$ cat src/rtl/fltr_evt_logger_pkg.sv
// Shared types and constants for the filtered-pulse event logger.
// FLTR_LOG_TSTAMP_EN adds a rising-edge timestamp field to each record.
package fltr_evt_logger_pkg;

   typedef logic [7:0] u8_t;

   localparam u8_t LEN_MAX   = 8'hFF;
   localparam int  LOG_CNT_W = 16;
   localparam int  LOG_TS_W  = 32;

`ifdef FLTR_LOG_TSTAMP_EN
   localparam bit TS_EN = 1'b1;
`else
   localparam bit TS_EN = 1'b0;
`endif

   typedef enum logic {
      ST_IDLE = 1'b0,
      ST_HIGH = 1'b1
   } enLOG_STATE;

   // Record layout at the default widths; the logger builds the same layout
   // from its own parameters.
   typedef struct packed {
`ifdef FLTR_LOG_TSTAMP_EN
      logic [LOG_TS_W-1:0]  tstamp;
`endif
      logic [LOG_CNT_W-1:0] gap;
      u8_t                  len;
   } log_rec_t;

endpackage

$ cat src/rtl/fltr_evt_logger_if.sv
// Record readout handshake: FWFT head fields qualified by evt_valid,
// consumed on evt_valid & evt_ready.
// FLTR_LOG_TSTAMP_EN adds the evt_tstamp field and the TS_W parameter.
interface fltr_evt_logger_if #(
   parameter int CNT_W = 16
`ifdef FLTR_LOG_TSTAMP_EN
   , parameter int TS_W = 32
`endif
);

   logic             evt_valid;
   logic             evt_ready;
   logic [CNT_W-1:0] evt_gap;
   logic [7:0]       evt_len;
`ifdef FLTR_LOG_TSTAMP_EN
   logic [TS_W-1:0]  evt_tstamp;
`endif

   modport master (
      input  evt_ready,
      output evt_valid,
      output evt_gap,
      output evt_len
`ifdef FLTR_LOG_TSTAMP_EN
      , output evt_tstamp
`endif
   );

   modport slave (
      output evt_ready,
      input  evt_valid,
      input  evt_gap,
      input  evt_len
`ifdef FLTR_LOG_TSTAMP_EN
      , input  evt_tstamp
`endif
   );

endinterface

$ cat src/rtl/fltr_evt_logger_fifo.sv
// First-word-fall-through record FIFO. A push into a full FIFO is accepted
// only when a pop happens in the same cycle (the freed slot is reused).
module fltr_log_fifo #(
   parameter int WIDTH = 24,
   parameter int DEPTH = 4
) (
   input  logic             clk,
   input  logic             rst,
   input  logic             push,
   input  logic             pop,
   input  logic [WIDTH-1:0] din,
   output logic             full,
   output logic             empty,
   output logic [WIDTH-1:0] dout
);

   localparam int AW = $clog2(DEPTH);

   logic [WIDTH-1:0] mem [DEPTH];
   logic [AW:0]      wptr;
   logic [AW:0]      rptr;
   logic             do_push;
   logic             do_pop;

   assign empty   = (wptr == rptr);
   assign full    = (wptr[AW] != rptr[AW]) && (wptr[AW-1:0] == rptr[AW-1:0]);
   assign do_pop  = pop & ~empty;
   assign do_push = push & (~full | do_pop);
   assign dout    = mem[rptr[AW-1:0]];

   // Pointer update; the extra MSB distinguishes full from empty.
   always_ff @(posedge clk or posedge rst) begin
      if (rst) begin
         wptr <= '0;
         rptr <= '0;
      end else begin
         // NOTE: non-blocking assignments keep every register reading the pre-edge values.
         if (do_push) wptr <= wptr + (AW+1)'(1);
         if (do_pop)  rptr <= rptr + (AW+1)'(1);
      end
   end

   // Storage write.
   // NOTE: the array is not reset; empty gates every use of its contents.
   always_ff @(posedge clk) begin
      if (do_push) mem[wptr[AW-1:0]] <= din;
   end

endmodule

$ cat src/rtl/fltr_evt_logger.sv
// Filtered-pulse event logger: measures each pulse's length and spacing from
// the previous rising edge, queues one record per pulse, keeps totals.
// FLTR_LOG_TSTAMP_EN adds a free-running timestamp captured at each rising edge.
module fltr_evt_logger
   import fltr_evt_logger_pkg::*;
#(
   parameter int CNT_W      = 16,
   parameter int FIFO_DEPTH = 4,
   parameter int TS_W       = 32
) (
   input  logic                clk,
   input  logic                rst,
   input  logic                fltr_in,
   fltr_evt_logger_if.master   evt,
   output logic [15:0]         evt_total,
   output u8_t                 drop_cnt,
   output logic                ovf
);

   localparam int TS_FIELD_W = TS_EN ? TS_W : 0;
   localparam int REC_W      = CNT_W + 8 + TS_FIELD_W;
   localparam logic [CNT_W-1:0] GAP_MAX = '1;

   typedef struct packed {
`ifdef FLTR_LOG_TSTAMP_EN
      logic [TS_W-1:0]  tstamp;
`endif
      logic [CNT_W-1:0] gap;
      u8_t              len;
   } rec_t;

   enLOG_STATE       state;
   enLOG_STATE       state_nxt;
   logic             prev_in;
   logic             rise;
   logic             fall;
   logic             push;
   logic             pop;
   logic             full;
   logic             empty;
   logic [CNT_W-1:0] gap_cnt;
   logic [CNT_W-1:0] cur_gap;
   u8_t              len_cnt;
   rec_t             wr_rec;
   rec_t             rd_rec;
`ifdef FLTR_LOG_TSTAMP_EN
   logic [TS_W-1:0]  ts_cnt;
   logic [TS_W-1:0]  cur_ts;
`endif

   assign rise = fltr_in & ~prev_in;
   assign fall = ~fltr_in & prev_in;
   assign pop  = ~empty & evt.evt_ready;

   // State register.
   always_ff @(posedge clk or posedge rst) begin
      if (rst) state <= ST_IDLE;
      else     state <= state_nxt;
   end

   // Next state and record push.
   always_comb begin
      // NOTE: defaults first so no path leaves a signal unassigned (no latch).
      state_nxt = state;
      push      = 1'b0;
      case (state)
         ST_IDLE: if (rise) state_nxt = ST_HIGH;
         ST_HIGH: if (fall) begin
            push      = 1'b1;
            state_nxt = ST_IDLE;
         end
         default: state_nxt = ST_IDLE;
      endcase
   end

   // Edge history, gap/length measurement and event total.
   always_ff @(posedge clk or posedge rst) begin
      if (rst) begin
         prev_in   <= 1'b1;
         gap_cnt   <= GAP_MAX;
         cur_gap   <= '0;
         len_cnt   <= '0;
         evt_total <= '0;
      end else begin
         prev_in <= fltr_in;
         if (rise) gap_cnt <= CNT_W'(1);
         else if (gap_cnt != GAP_MAX) gap_cnt <= gap_cnt + CNT_W'(1);
         if (state == ST_IDLE && rise) begin
            cur_gap   <= gap_cnt;
            len_cnt   <= 8'd1;
            evt_total <= evt_total + 16'd1;
         end else if (state == ST_HIGH && fltr_in && len_cnt != LEN_MAX) begin
            len_cnt <= len_cnt + 8'd1;
         end
      end
   end

`ifdef FLTR_LOG_TSTAMP_EN
   // Free-running timestamp, sampled at each accepted rising edge.
   always_ff @(posedge clk or posedge rst) begin
      if (rst) begin
         ts_cnt <= '0;
         cur_ts <= '0;
      end else begin
         ts_cnt <= ts_cnt + TS_W'(1);
         if (state == ST_IDLE && rise) cur_ts <= ts_cnt;
      end
   end
`endif

   // Drop accounting for pushes that find the FIFO full with no pop.
   always_ff @(posedge clk or posedge rst) begin
      if (rst) begin
         drop_cnt <= '0;
         ovf      <= 1'b0;
      end else if (push && full && !pop) begin
         if (drop_cnt != LEN_MAX) drop_cnt <= drop_cnt + 8'd1;
         ovf <= 1'b1;
      end
   end

   // Record assembly.
   always_comb begin
      wr_rec     = '0;
      wr_rec.gap = cur_gap;
      wr_rec.len = len_cnt;
`ifdef FLTR_LOG_TSTAMP_EN
      wr_rec.tstamp = cur_ts;
`endif
   end

   fltr_log_fifo #(
      .WIDTH (REC_W),
      .DEPTH (FIFO_DEPTH)
   ) u_fifo (
      .clk   (clk),
      .rst   (rst),
      .push  (push),
      .pop   (pop),
      .din   (wr_rec),
      .full  (full),
      .empty (empty),
      .dout  (rd_rec)
   );

   assign evt.evt_valid = ~empty;
   assign evt.evt_gap   = empty ? '0 : rd_rec.gap;
   assign evt.evt_len   = empty ? '0 : rd_rec.len;
`ifdef FLTR_LOG_TSTAMP_EN
   assign evt.evt_tstamp = empty ? '0 : rd_rec.tstamp;
`endif

endmodule
$ cat src/flat_wrapper.sv
// flat-port wrapper written by rule: the top's interface ports become plain ports
module fltr_evt_logger_flat import fltr_evt_logger_pkg::*;
#(
   parameter int CNT_W      = 16,
   parameter int FIFO_DEPTH = 4,
   parameter int TS_W       = 32
)
  (clk, rst, fltr_in, evt_total, drop_cnt, ovf, evt_evt_ready, evt_evt_valid, evt_evt_gap, evt_evt_len);
  fltr_evt_logger_if #(.CNT_W(CNT_W)) evt_i ();
  input  logic clk;
  input  logic rst;
  input  logic fltr_in;
  output logic [15:0] evt_total;
  output u8_t drop_cnt;
  output logic ovf;
  input wire logic [$bits(evt_i.evt_ready)-1:0] evt_evt_ready;
  output wire logic [$bits(evt_i.evt_valid)-1:0] evt_evt_valid;
  output wire logic [$bits(evt_i.evt_gap)-1:0] evt_evt_gap;
  output wire logic [$bits(evt_i.evt_len)-1:0] evt_evt_len;
  assign evt_i.evt_ready = evt_evt_ready;
  assign evt_evt_valid = evt_i.evt_valid;
  assign evt_evt_gap = evt_i.evt_gap;
  assign evt_evt_len = evt_i.evt_len;
  fltr_evt_logger #(.CNT_W(CNT_W), .FIFO_DEPTH(FIFO_DEPTH), .TS_W(TS_W)) u_core (.clk(clk), .rst(rst), .fltr_in(fltr_in), .evt(evt_i), .evt_total(evt_total), .drop_cnt(drop_cnt), .ovf(ovf));
endmodule
$ cat config.mk
export PLATFORM = sky130hd
export DESIGN_NAME = fltr_evt_logger_flat
export DESIGN_NICKNAME = d
export VERILOG_FILES = /design/src/rtl/fltr_evt_logger_pkg.sv /design/src/rtl/fltr_evt_logger_if.sv /design/src/rtl/fltr_evt_logger_fifo.sv /design/src/rtl/fltr_evt_logger.sv /design/src/flat_wrapper.sv
export SDC_FILE = /design/constraint.sdc
export NUM_CORES = 1
export LEC_CHECK = 0
export CORE_MARGIN = 10
export CORE_UTILIZATION = 45
export DETAILED_ROUTE_END_ITERATION = 12
export PLACE_DENSITY_LB_ADDON = 0.25
export SYNTH_ARGS = -nofsm -noshare
export SYNTH_HDL_FRONTEND = slang
export SYNTH_SLANG_ARGS = --single-unit
export TNS_END_PERCENT = 5
$ cat constraint.sdc
create_clock -name clk -period 3.6 [get_ports clk]
set_input_delay 0.54 -clock clk [delete_from_list [all_inputs] [get_ports clk]]
set_output_delay 0.54 -clock clk [all_outputs]
set_load 0.005 [all_outputs]
=== Yosys cells after proc, flatten, opt, wreduce, memory -nomap -nowiden ===
Memories as Yosys holds them, arrays and structs flattened.
Index checks and enable logic that the tools add are counted.

* $add $sub $neg: 6
* Equal/unequal tests: 6
* Muxes and demuxes: 13
* Bitwise operators: 11
* Reduce and logical (&&, ||, !) cells: 10

{| class="wikitable"
|+ Operators by type and width
! operator !! count
|-
| 16-bit two-way mux || 3
|-
| 16-bit by 1-bit adder with 16-bit output (second input constant) || 2
|-
| 8-bit two-way mux || 3
|-
| 8-bit by 1-bit adder with 8-bit output (second input constant) || 2
|-
| 16-bit inequality test (second input constant) || 1
|-
| 8-bit inequality test (second input constant) || 2
|-
| 3-bit by 1-bit adder with 3-bit output (second input constant) || 2
|-
| 1-bit logical AND || 6
|-
| 1-bit two-way mux || 6
|-
| 1-bit AND || 5
|-
| 1-bit NOT || 5
|-
| 2-bit nonzero test || 2
|-
| 3-bit == test || 1
|-
| 2-bit == test || 1
|-
| 1-bit one-hot mux with 2 select lines || 1
|-
| 2-bit AND reduction || 1
|-
| 1-bit zero test || 1
|-
| 1-bit inequality test || 1
|-
| 1-bit bitwise OR || 1
|}

* Bits in registers: 73
* Bits in writable memories: 96
* Input bits: 4
* Output and inout bits: 50
* Word-level logic and storage cells: 57
* Memories: 1

{| class="wikitable"
|+ Memory list
! memory !! words !! bits a word !! rd ports !! clocked after memory_dff !! wr ports !! line !! source
|-
| u_core.u_fifo.mem || 4 || 24 || 1 || 0 || 1 || fltr_evt_logger_fifo.sv:19 || <nowiki>logic [WIDTH-1:0] mem [DEPTH];</nowiki>
|}

=== Longest topological paths before layout ===
Gate-level depths: netlist (run 1).

* Depth after elaboration: 8
* Mapped depth: 7

=== Hierarchy ===
From an unflattened synthesis (run 1), not the netlist that was laid out.

* Cell total of the unflattened synthesis: 466
* Area, all modules: 7268.2 um2

{| class="wikitable"
|+ By module, submodules not included
! module !! instances !! cells each !! area each (um2) !! sequential area each (um2)
|-
| fltr_log_fifo || 1 || 162 || 3925.0 || 3032.9
|-
| fltr_evt_logger || 1 || 304 || 3343.2 || 1697.9
|}

=== Worst setup path before layout (run 1) ===
No wires, ideal clock.

* Path kind: reg-to-reg
* Start point: reg u_core.u_fifo.rptr[0]
* End point: mem u_core.u_fifo.mem[3][0], enable pin
* Arrival: 1.690 ns
* Data required time: 3.216 ns
* Path slack: 1.526 ns
* Stages on the path, launching flop included: 5
* Path buffers: 1
* Path through: dfrtp_1 -> buf_4 -> xnor2_4 -> a41oi_2 -> and2_1

* Longest elaborated chain between the ends: 8
* Elaborated cells between the ends (all ways): 11
* Classes of those cells: 2 x eq/ne; 2 x mux; 6 x bitwise; 1 x reduce/logical

{| class="wikitable"
|+ RTL lines
! element !! line !! source
|-
| from (decl) || fltr_evt_logger_fifo.sv:21 || <nowiki>logic [AW:0] rptr;</nowiki>
|-
| from (signal assigned) || fltr_evt_logger_fifo.sv:39 || <nowiki>if (do_pop) rptr <= rptr + (AW+1)'(1);</nowiki>
|-
| 3-bit == test || fltr_evt_logger_fifo.sv:25 || <nowiki>assign empty = (wptr == rptr);</nowiki>
|-
| 1-bit NOT || fltr_evt_logger_fifo.sv:27, fltr_evt_logger.sv:53 ||
|-
| 1-bit AND || fltr_evt_logger.sv:53 || <nowiki>assign pop = ~empty & evt.evt_ready;</nowiki>
|-
| 1-bit AND || fltr_evt_logger_fifo.sv:27 || <nowiki>assign do_pop = pop & ~empty;</nowiki>
|-
| 1-bit bitwise OR (*) || fltr_evt_logger_fifo.sv:28 || <nowiki>assign do_push = push & (~full | do_pop);</nowiki>
|-
| 1-bit AND (*) || fltr_evt_logger_fifo.sv:28 ||
|-
| 1-bit two-way mux (*) || fltr_evt_logger_fifo.sv:46 || <nowiki>if (do_push) mem[wptr[AW-1:0]] <= din;</nowiki>
|-
| 1-bit two-way mux (implied by the code) (*) || fltr_evt_logger_fifo.sv:46 ||
|-
| to (decl) || fltr_evt_logger_fifo.sv:19 ||
|}

Every way passes the cells marked *; elsewhere a longest branch is shown, timed or not.

=== Final worst setup path (run 1) ===
* Start point: reg u_core.u_fifo.rptr[0]
* End point: out evt_evt_gap[14]

* Longest elaborated chain between the ends: 2
* Elaborated cells between the ends (all ways): 3
* Classes of those cells: 1 x eq/ne; 1 x mux; 1 x memory

{| class="wikitable"
|+ RTL lines
! element !! line !! source
|-
| memory 4 x 24 bit or 3-bit == test (tied branches) || -- ||
|-
| 16-bit two-way mux (*) || fltr_evt_logger.sv:147 || <nowiki>assign evt.evt_gap = empty ? '0 : rd_rec.gap;</nowiki>
|-
| to (decl) || flat_wrapper.sv:18 || <nowiki>output wire logic [$bits(evt_i.evt_gap)-1:0] evt_evt_gap;</nowiki>
|}

Marked as above.

==> results.md, run 1 <==
- Crit path required time: 3.06 ns
- Remaining max-slew budget at the tightest pin: 0.453
- Pin count of the biggest net entering global routing: 38
- CP endpoint kind: output port
- Most used DFF post-synth: sky130_fd_sc_hd__edfxtp_1
- Number of search-and-repair iterations in the first detailed-routing pass: 4
- Leakage component of the power: 3.25 nW
- Most common library cell in the layout ignoring fill and taps: sky130_fd_sc_hd__edfxtp_1
- Category of the worst setup path launch point: flip-flop
- Synthesis warning total: 0
- Chip height: 146 um
- Total of max-cap violations: 0
- Portion of synthesized cell area occupied by the leading cell type: 0.402
- Area delta synth->final: 19.3%
- Shortest period the worst path allows: 3.14 ns
- Number of resized instances in the post-cts repair step: 0
- Avg Cell Area, Syn: 14.5 um^2
- Largest area contributor in the synthesized netlist: sky130_fd_sc_hd__edfxtp_1
- Antenna violations before repair: 0
- Number of hold buffers added after cts: 0
- Library cell contributing the largest single delay on the critical path: sky130_fd_sc_hd__dfrtp_2
- Slew at the pin closest to its max-slew limit: 0.820 ns
- CTS Root Cell: sky130_fd_sc_hd__clkbuf_16
- Worst VDD drop: 0.401 mV
- Placed inst area: 7990 um^2
- Buffers and inverters on the worst path: 2
- Die Outline Area: 21,400 um^2
- Area of the placeable core: 15,800 um^2
- Max incr delay on CP: 0.74 ns
- Post-synthesis cell type count: 52
- Arrival time at the worst endpoint: 2.60 ns
- Number of antenna diodes: 0
- Total via count in the routed design: 4,197
- Clock network latency to the later pin of the worst-skew pair: 0.42 ns
- Clock sink count: 169
- Buffer count from post-CTS setup fixing: 0
- Commonest non-fill, non-tap cells in the layout: 96 x sky130_fd_sc_hd__edfxtp_1, 63 x sky130_fd_sc_hd__nand2_1, 55 x sky130_fd_sc_hd__dfrtp_1
- Starting density of the core: 0.454
- Number of global-route vias before repair: 4,403
- Cell class contributing the biggest share of worst-path delay: flip-flops
- Critical setup path kind: reg -> out
- Synthesis-stage register bit count: 169
- Sequential fraction of the synthesis area: 0.660
- CTS H-tree lvls: 4
- Layout Cell Area excl Fill: 8550 um^2
- Routed WL per cell: 18.2 um
- Fraction of registers with async set or reset after synthesis: 0.432
- Total overflow reported by the global router: 0
- First-pass GRT wire length: 23.9 mm
- Clock tree from TritonCTS: yes
- Accumulated negative setup slack: 0 ns
- Post-detailed-route DRC marker count: 0
- Maximum operating frequency: 319 MHz
- Critical path cell sequence: buf_12, mux4_2, and2_1, clkdlybuf4s50_1
- Clk buf depth: 2
- Final worst-path cycle share: 0.871
- Overall die width: 146 um
- Clock slew at reported path FFs: 0.06 ns
- Worst clock skew on the final layout: 0.00655 ns
- Max-slew violation count: 0
- Final Setup Violations: 0
- Biggest fanout along the worst timing path: 15
- Routed wire length: 14.4 mm
- Number of port buffers: 53
- Count of flip-flops with a built-in enable after synthesis: 96
- Largest cells by area after synthesis: sky130_fd_sc_hd__edfxtp_1 40%, sky130_fd_sc_hd__dfrtp_1 20%, sky130_fd_sc_hd__mux4_2 7.5%
- Inserted Clock Buffers: 17
- Result of the run: complete, no violations
- RSZ-0062 raised after global routing: false
- Nets in the synthesized netlist: 507
- Total power per unit cell area: 710 nW/um^2
- Number of violations reported at the end of detailed-routing iteration 0: 303
- Top Ports: 54
- Share of layout cells above drive strength 1: 0.169
- Worst min path class: reg -> reg
- Post-DRT Antenna Nets: 0
- Aggregate global-route resource usage: 0.139
- Synthesized netlist cell count: 494
- Routability cong.: 0.826
- Number of nets in the layout: 573
- Post-Synthesis Cell Area: 7170 um^2
- Post-detailed-route via-to-cell ratio: 5.32
- Cell Rows: 46
- Fin. Hold Viols: 0
- Detailed placer's ending HPWL: 9.34 mm
[where the power goes]
part	total, mW	switching, mW	internal (mW)
clock network	1.72	0.694	1.03
logic	1.73	0.693	1.04
registers	2.62	0.298	2.32
[per-layer routing]
metal / vias up / part of all wire / global-route usage
met5: - / 0 / 0
met1: 2126 / 0.45 / 0.180
met4: 0 / 0.016 / 0.0470
li1: 1947 / - / -
met3: 20 / 0.060 / 0.0402
met2: 104 / 0.48 / 0.222
[cell families after synthesis]
family,after synthesis,synth area share
buffers and inverters,30,0.0183
adders and majority gates,9,0.0157
DFF,169,0.660
muxes,30,0.0843
and+or+nand+nor,181,0.138
AOI/OAI and AO/OA,42,0.0384
xor gates and xnor gates,33,0.0451
[path summary, 6_finish.rpt]
check	depth (start not counted)	to	slack, ns	start
worst max-delay path	4	evt_evt_gap[14]	0.46	u_core.u_fifo.rptr[0]
worst min-delay path	1	u_core.evt_total[15]	0.47	u_core.evt_total[15]
worst max register to register	4	u_core.u_fifo.mem[0][3]	1.19	u_core.u_fifo.rptr[0]
worst min register to register	1	u_core.evt_total[15]	0.47	u_core.evt_total[15]
max in group asynchronous	3	u_core.prev_in	2.25	rst
min in group asynchronous	2	u_core.cur_gap[7]	0.61	rst
[per-stage QoR]
step / hold WS [ns] / worst slack (ns) / std cells / util / total power [mW]
floorplan: 0.459 / 1.23 / 494 / - / 3.52
global placement: 0.452 / 0.824 / 757 / 0.507 / 4.39
detailed placement: 0.463 / 0.765 / 757 / 0.507 / 4.43
CTS: 0.475 / 0.399 / 789 / 0.542 / 6.16
global route: 0.486 / 0.321 / 789 / 0.542 / 6.41
finish: 0.469 / 0.464 / 789 / 0.542 / 6.07
[registers in the layout (all words and copies together), names as in the netlist]
name                flops
u_core.u_fifo.mem      96
u_core.cur_gap         16
u_core.evt_total       16
u_core.gap_cnt         16
u_core.drop_cnt         8
u_core.len_cnt          8
u_core.u_fifo.rptr      3
u_core.u_fifo.wptr      3
u_core.ovf              1
u_core.prev_in          1
u_core.state            1
[Yosys cell counts, types with 2 or more instances]
cell / instances
sky130_fd_sc_hd__dfrtp_1: 56
sky130_fd_sc_hd__mux4_2: 24
sky130_fd_sc_hd__and4_1: 2
sky130_fd_sc_hd__nand3_1: 17
sky130_fd_sc_hd__mux2i_1: 3
sky130_fd_sc_hd__dfstp_2: 17
sky130_fd_sc_hd__o211ai_1: 2
sky130_fd_sc_hd__or3_2: 2
sky130_fd_sc_hd__edfxtp_1: 96
sky130_fd_sc_hd__nor2_2: 2
sky130_fd_sc_hd__nand4_1: 9
sky130_fd_sc_hd__and3_1: 10
sky130_fd_sc_hd__nor2_1: 13
sky130_fd_sc_hd__nand4_4: 3
sky130_fd_sc_hd__nand2_1: 63
sky130_fd_sc_hd__nand4b_1: 2
sky130_fd_sc_hd__nor3_1: 13
sky130_fd_sc_hd__ha_1: 9
sky130_fd_sc_hd__a21oi_1: 12
sky130_fd_sc_hd__clkbuf_1: 6
sky130_fd_sc_hd__nand2b_1: 3
sky130_fd_sc_hd__a211oi_1: 2
sky130_fd_sc_hd__xor2_1: 13
sky130_fd_sc_hd__a31oi_1: 5
sky130_fd_sc_hd__nor4_1: 5
sky130_fd_sc_hd__o21ai_0: 11
sky130_fd_sc_hd__inv_1: 13
sky130_fd_sc_hd__buf_4: 2
sky130_fd_sc_hd__mux2_2: 2
sky130_fd_sc_hd__nand3b_1: 3
sky130_fd_sc_hd__xnor2_1: 17
sky130_fd_sc_hd__and2_1: 29
sky130_fd_sc_hd__buf_2: 9
[worst reg2reg max path: cells and delay by family (launching register included)]
kind	cells	cell delay, ns
compound gates	1	0.35
xor+xnor	1	0.18
buf+inv	1	0.35
flops	1	0.74
simple gates	1	0.47
[area by class of cell]
cell class / count / area [um^2]
tap: 216 / 270
fill: 1321 / 7220
inverter: 13 / 48.8
clock buffer: 22 / 454
clock inverter: 10 / 103
sequential: 169 / 4730
timing repair buffer: 64 / 638
multi-input combinational: 295 / 2300
Power figures use the tool's default switching activity.
==> inputs of run 2 (changes only) <==
- ABC_AREA: unset -> 1
==> run 2 against run 1 <==
  * Sequential power down 2%
  * Clock skew up 0.00075 ns
  * Non-clock buffer count down 2
  * Total power up 4.7%
  * Final area up 4.8%
  * Count of clock-buffer cells in the layout unchanged
  * Global-route usage up 0.68 points
  * Via count up 30%
  * Register-to-register slack better by 0.30 ns
  * First-iteration DRC count up 21%
  * Critical path type unchanged
  * Critical endpoint is now evt_evt_gap[1]
==> results.md, run 2 <==
- Result of the run: complete, no violations
- Routed wire length: 15.8 mm (+10%)
- Clock tree from TritonCTS: yes
- Clock share of power: 0.293 (+0.009)
- CTS H-tree lvls: 4 (unchanged)
- RSZ-0062 raised after global routing: false
- Number of global-route vias before repair: 5,368 (+22%)
- Clock network latency to the later pin of the worst-skew pair: 0.42 ns (about the same)
- Number of search-and-repair iterations in the first detailed-routing pass: 5 (+1)
- First-pass GRT wire length: 26.4 mm (+10%)
- Util after Layout: 0.542 (about the same)
- Fin. Hold Viols: 0 (unchanged)
- Starting density of the core: 0.458 (+0.00379)
- Worst clock skew on the final layout: 0.00730 ns (+0.000747 ns)
- CP endpoint kind: output port
- Max-slew violation count: 0 (unchanged)
- Detailed placer's ending HPWL: 10.4 mm (+11%)
- Commonest non-fill, non-tap cells in the layout: 191 x sky130_fd_sc_hd__nand2_1, 96 x sky130_fd_sc_hd__edfxtp_1, 78 x sky130_fd_sc_hd__nor2_1
- Maximum operating frequency: 330 MHz (+3.4%)
- Pre-CTS setup slack: 0.975 ns (+0.209 ns)
- Portion of synthesized cell area occupied by the leading cell type: 0.381 (-0.0215)
- Chip height: 150 um (+2.4%)
- Switching part of the total power: 0.307 (+0.0300)
- Post-Synthesis Cell Area: 7570 um^2 (+5.7%)
- Aggregate global-route resource usage: 0.146 (+0.00678)
- CTS Root Cell: sky130_fd_sc_hd__clkbuf_16
- Accumulated negative setup slack: 0 ns (unchanged)
- Post-synthesis cell type count: 35 (-33%)
- Remaining max-slew budget at the tightest pin: 0.507 (+0.0547)
- Shortest period the worst path allows: 3.03 ns (-0.103 ns)
- Critical setup path kind: reg -> out
- Nets in the synthesized netlist: 777 (+53%)
- Worst VDD drop: 0.426 mV (+6.2%)
- Buffer count from post-CTS setup fixing: 0 (unchanged)
- Clk buf depth: 2 (unchanged)
- Number of antenna diodes: 0 (unchanged)
- Avg Cell Area, Syn: 9.91 um^2 (-32%)
- Number of port buffers: 53 (unchanged)
- Number of violations reported at the end of detailed-routing iteration 0: 368 (+21%)
- Share of total power in combinational logic: 0.304 (+0.019)
- Sequential fraction of the synthesis area: 0.625 (-0.0354)
- Synthesized netlist cell count: 764 (+55%)
- Post-DRT Antenna Nets: 0 (unchanged)
- Largest area contributor in the synthesized netlist: sky130_fd_sc_hd__edfxtp_1
- Routability cong.: 0.827 (+0.13%)
- Pin count of the biggest net entering global routing: 49 (+29%)
- Synth Area in Compound Gates: 0.0737 (+0.0353)
- Overall die width: 150 um (+2.4%)
- Total overflow reported by the global router: 0 (unchanged)
- Number of nets in the layout: 835 (+46%)
- Area of the multi-input gates: 2440 um^2 (+6.1%)
- Startpoint of the most critical hold path: u_core.ovf
- Final Setup Violations: 0 (unchanged)
- Number of resized instances in the post-cts repair step: 0 (unchanged)
- Leading cell type by number of instances after synthesis: sky130_fd_sc_hd__nand2_1
- Inserted Clock Buffers: 17 (unchanged)
- Switching power total: 1.96 mW (+16%)
- Worst Setup Slack, final: 0.567 ns (+0.103 ns)
- Top Ports: 54 (unchanged)
- Area fraction in and, or, nand and nor cells after synthesis: 0.214 (+0.0764)
- Synthesis-stage register bit count: 169 (unchanged)
- Total of max-cap violations: 0 (unchanged)
- Launch instance of the worst register-to-register path: u_core.u_fifo.rptr[1]
- Worst min path class: reg -> reg
- Final worst-path cycle share: 0.843 (-0.0286)
- Most common library cells after synthesis: 191 x sky130_fd_sc_hd__nand2_1, 96 x sky130_fd_sc_hd__edfxtp_1, 82 x sky130_fd_sc_hd__nor2_1
- Total via count in the routed design: 5,451 (+30%)
- Share of cell area taken by muxes after synthesis: 0 (-0.0843)
- Final Non-Filler Cells: 1,055 (+34%)
- Sequential share of power: 0.403 (-0.028)
- Count of flip-flops with a built-in enable after synthesis: 96 (unchanged)
- Number of hold buffers added after cts: 0 (unchanged)
- Crit path required time: 3.06 ns (about the same)
- Leakage component of the power: 3.65 nW (+12%)
- Total power per unit cell area: 710 nW/um^2 (about the same)
- Area of the placeable core: 16,500 um^2 (+4.8%)
- Number of placed instances, taps included: 1,023 (+35%)
- Internal power summed over all cells: 4.40 mW (+0.38%)
- Antenna violations before repair: 0 (unchanged)
- Largest cells by area after synthesis: sky130_fd_sc_hd__edfxtp_1 38%, sky130_fd_sc_hd__dfrtp_1 19%, sky130_fd_sc_hd__nand2_1 9.5%
- Area occupied by registers: 4730 um^2 (about the same)
- Synthesis warning total: 0 (unchanged)
- Max reg flops: 96 (unchanged)
- Routed WL per cell: 15.0 um (-18%)
- Fraction of registers with async set or reset after synthesis: 0.432 (unchanged)
- Most used DFF post-synth: sky130_fd_sc_hd__edfxtp_1
- Clock slew at reported path FFs: 0.06 ns (about the same)
- Synthesized-area fraction occupied by adder cells: 0.0149 (-0.000841)
- Die Outline Area: 22,400 um^2 (+4.9%)
- Arrival time at the worst endpoint: 2.49 ns (-0.11 ns)
- Area delta synth->final: 18.3%
- Clock sink count: 169 (unchanged)
- Biggest fanout along the worst timing path: 26 (+11)
- Post-detailed-route DRC marker count: 0 (unchanged)
- Xor and xnor fraction of the mapped netlist area: 0.0185 (-0.0265)
- Post-detailed-route via-to-cell ratio: 5.17 (-2.9%)
- Cell Rows: 47 (+2.2%)
- Worst setup path start: u_core.u_fifo.rptr[1]
- Count of fill cells added during filler insertion: 1,398 (+5.8%)
- Slew at the pin closest to its max-slew limit: 0.738 ns (-0.0819 ns)
- Most common library cell in the layout ignoring fill and taps: sky130_fd_sc_hd__nand2_1
- Share of layout cells above drive strength 1: 0.104 (-0.0651)
- Category of the worst setup path launch point: flip-flop
- Combinational family with the most area after synthesis: simple AND/OR/NAND/NOR gates
==> run 2: cell types whose count changed in the layout (fill, tap and decap cells not counted), moves of 10 or more <==
cell,delta
sky130_fd_sc_hd__nand2_1,+128
sky130_fd_sc_hd__nor2_1,+65
sky130_fd_sc_hd__o21ai_0,+63
sky130_fd_sc_hd__inv_1,+60
sky130_fd_sc_hd__and2_1,-28
sky130_fd_sc_hd__mux4_2,-24
sky130_fd_sc_hd__o22ai_1,+24
sky130_fd_sc_hd__nand3_1,+21
sky130_fd_sc_hd__nand4_1,+14
sky130_fd_sc_hd__nor3_1,-12
sky130_fd_sc_hd__and3_1,-10
==> run 2: layer usage <==
metal,share of wire,global-route usage
met2,0.48,0.242
met4,0.016,0.0534
met5,0,0
met3,0.047,0.0338
met1,0.46,0.183
==> run 2: final cells by class <==
type	instances	area share
clock buffers	22	0.0507
clock inverters	10	0.0170
inverters	78	0.0327
flip-flops and latches	169	0.528
repair buffers	62	0.0681
well taps	220	0.0307
multi-input cells	494	0.273
==> run 2: cell families after synthesis <==
group	count (synthesis)
AND/OR/NAND/NOR	365
flip-flops	169
AO/OA/AOI/OAI	104
buffers and inverters	101
XOR/XNOR	16
adder cells (fa/ha/maj)	9
==> run 2: through the flow <==
stage	hold slack (ns)	cell area (um^2)	power [mW]
global placement	0.491	8350	4.49
floorplan	0.468	7570	3.62
global route	0.535	8960	6.74
CTS	0.492	8960	6.43
detailed placement	0.474	8350	4.56
finish	0.487	8960	6.36
==> run 2: path summary, 6_finish.rpt <==
kind,slack (ns),endpoint,cells after the start
min in group asynchronous,0.57,u_core.evt_total[11],2
worst max register to register,1.49,u_core.u_fifo.mem[0][4],9
max in group asynchronous,2.36,u_core.len_cnt[7],3
worst max-delay path,0.57,evt_evt_gap[1],7
worst min register to register,0.49,u_core.ovf,1
worst min-delay path,0.49,u_core.ovf,1
==> run 2: power groups by stage <==
stage | logic [mW] | registers (mW) | clock network (mW)
2_1_floorplan | 1.08 | 2.54 | 0
3_3_place_gp | 1.91 | 2.58 | 0
3_5_place_dp | 1.96 | 2.59 | 0
4_1_cts | 1.97 | 2.56 | 1.90
5_1_grt | 2.17 | 2.60 | 1.98
6_report | 1.93 | 2.56 | 1.86
==> run 2: worst max-delay path: stages, from the launching register on <==
cell	delay, ns
sky130_fd_sc_hd__dfrtp_1	0.36
sky130_fd_sc_hd__buf_4	0.29
sky130_fd_sc_hd__nand2_1	0.09
sky130_fd_sc_hd__nand2_1	0.11
sky130_fd_sc_hd__nand3_2	0.44
sky130_fd_sc_hd__nand2_1	0.27
sky130_fd_sc_hd__inv_1	0.07
sky130_fd_sc_hd__clkdlybuf4s50_1	0.44
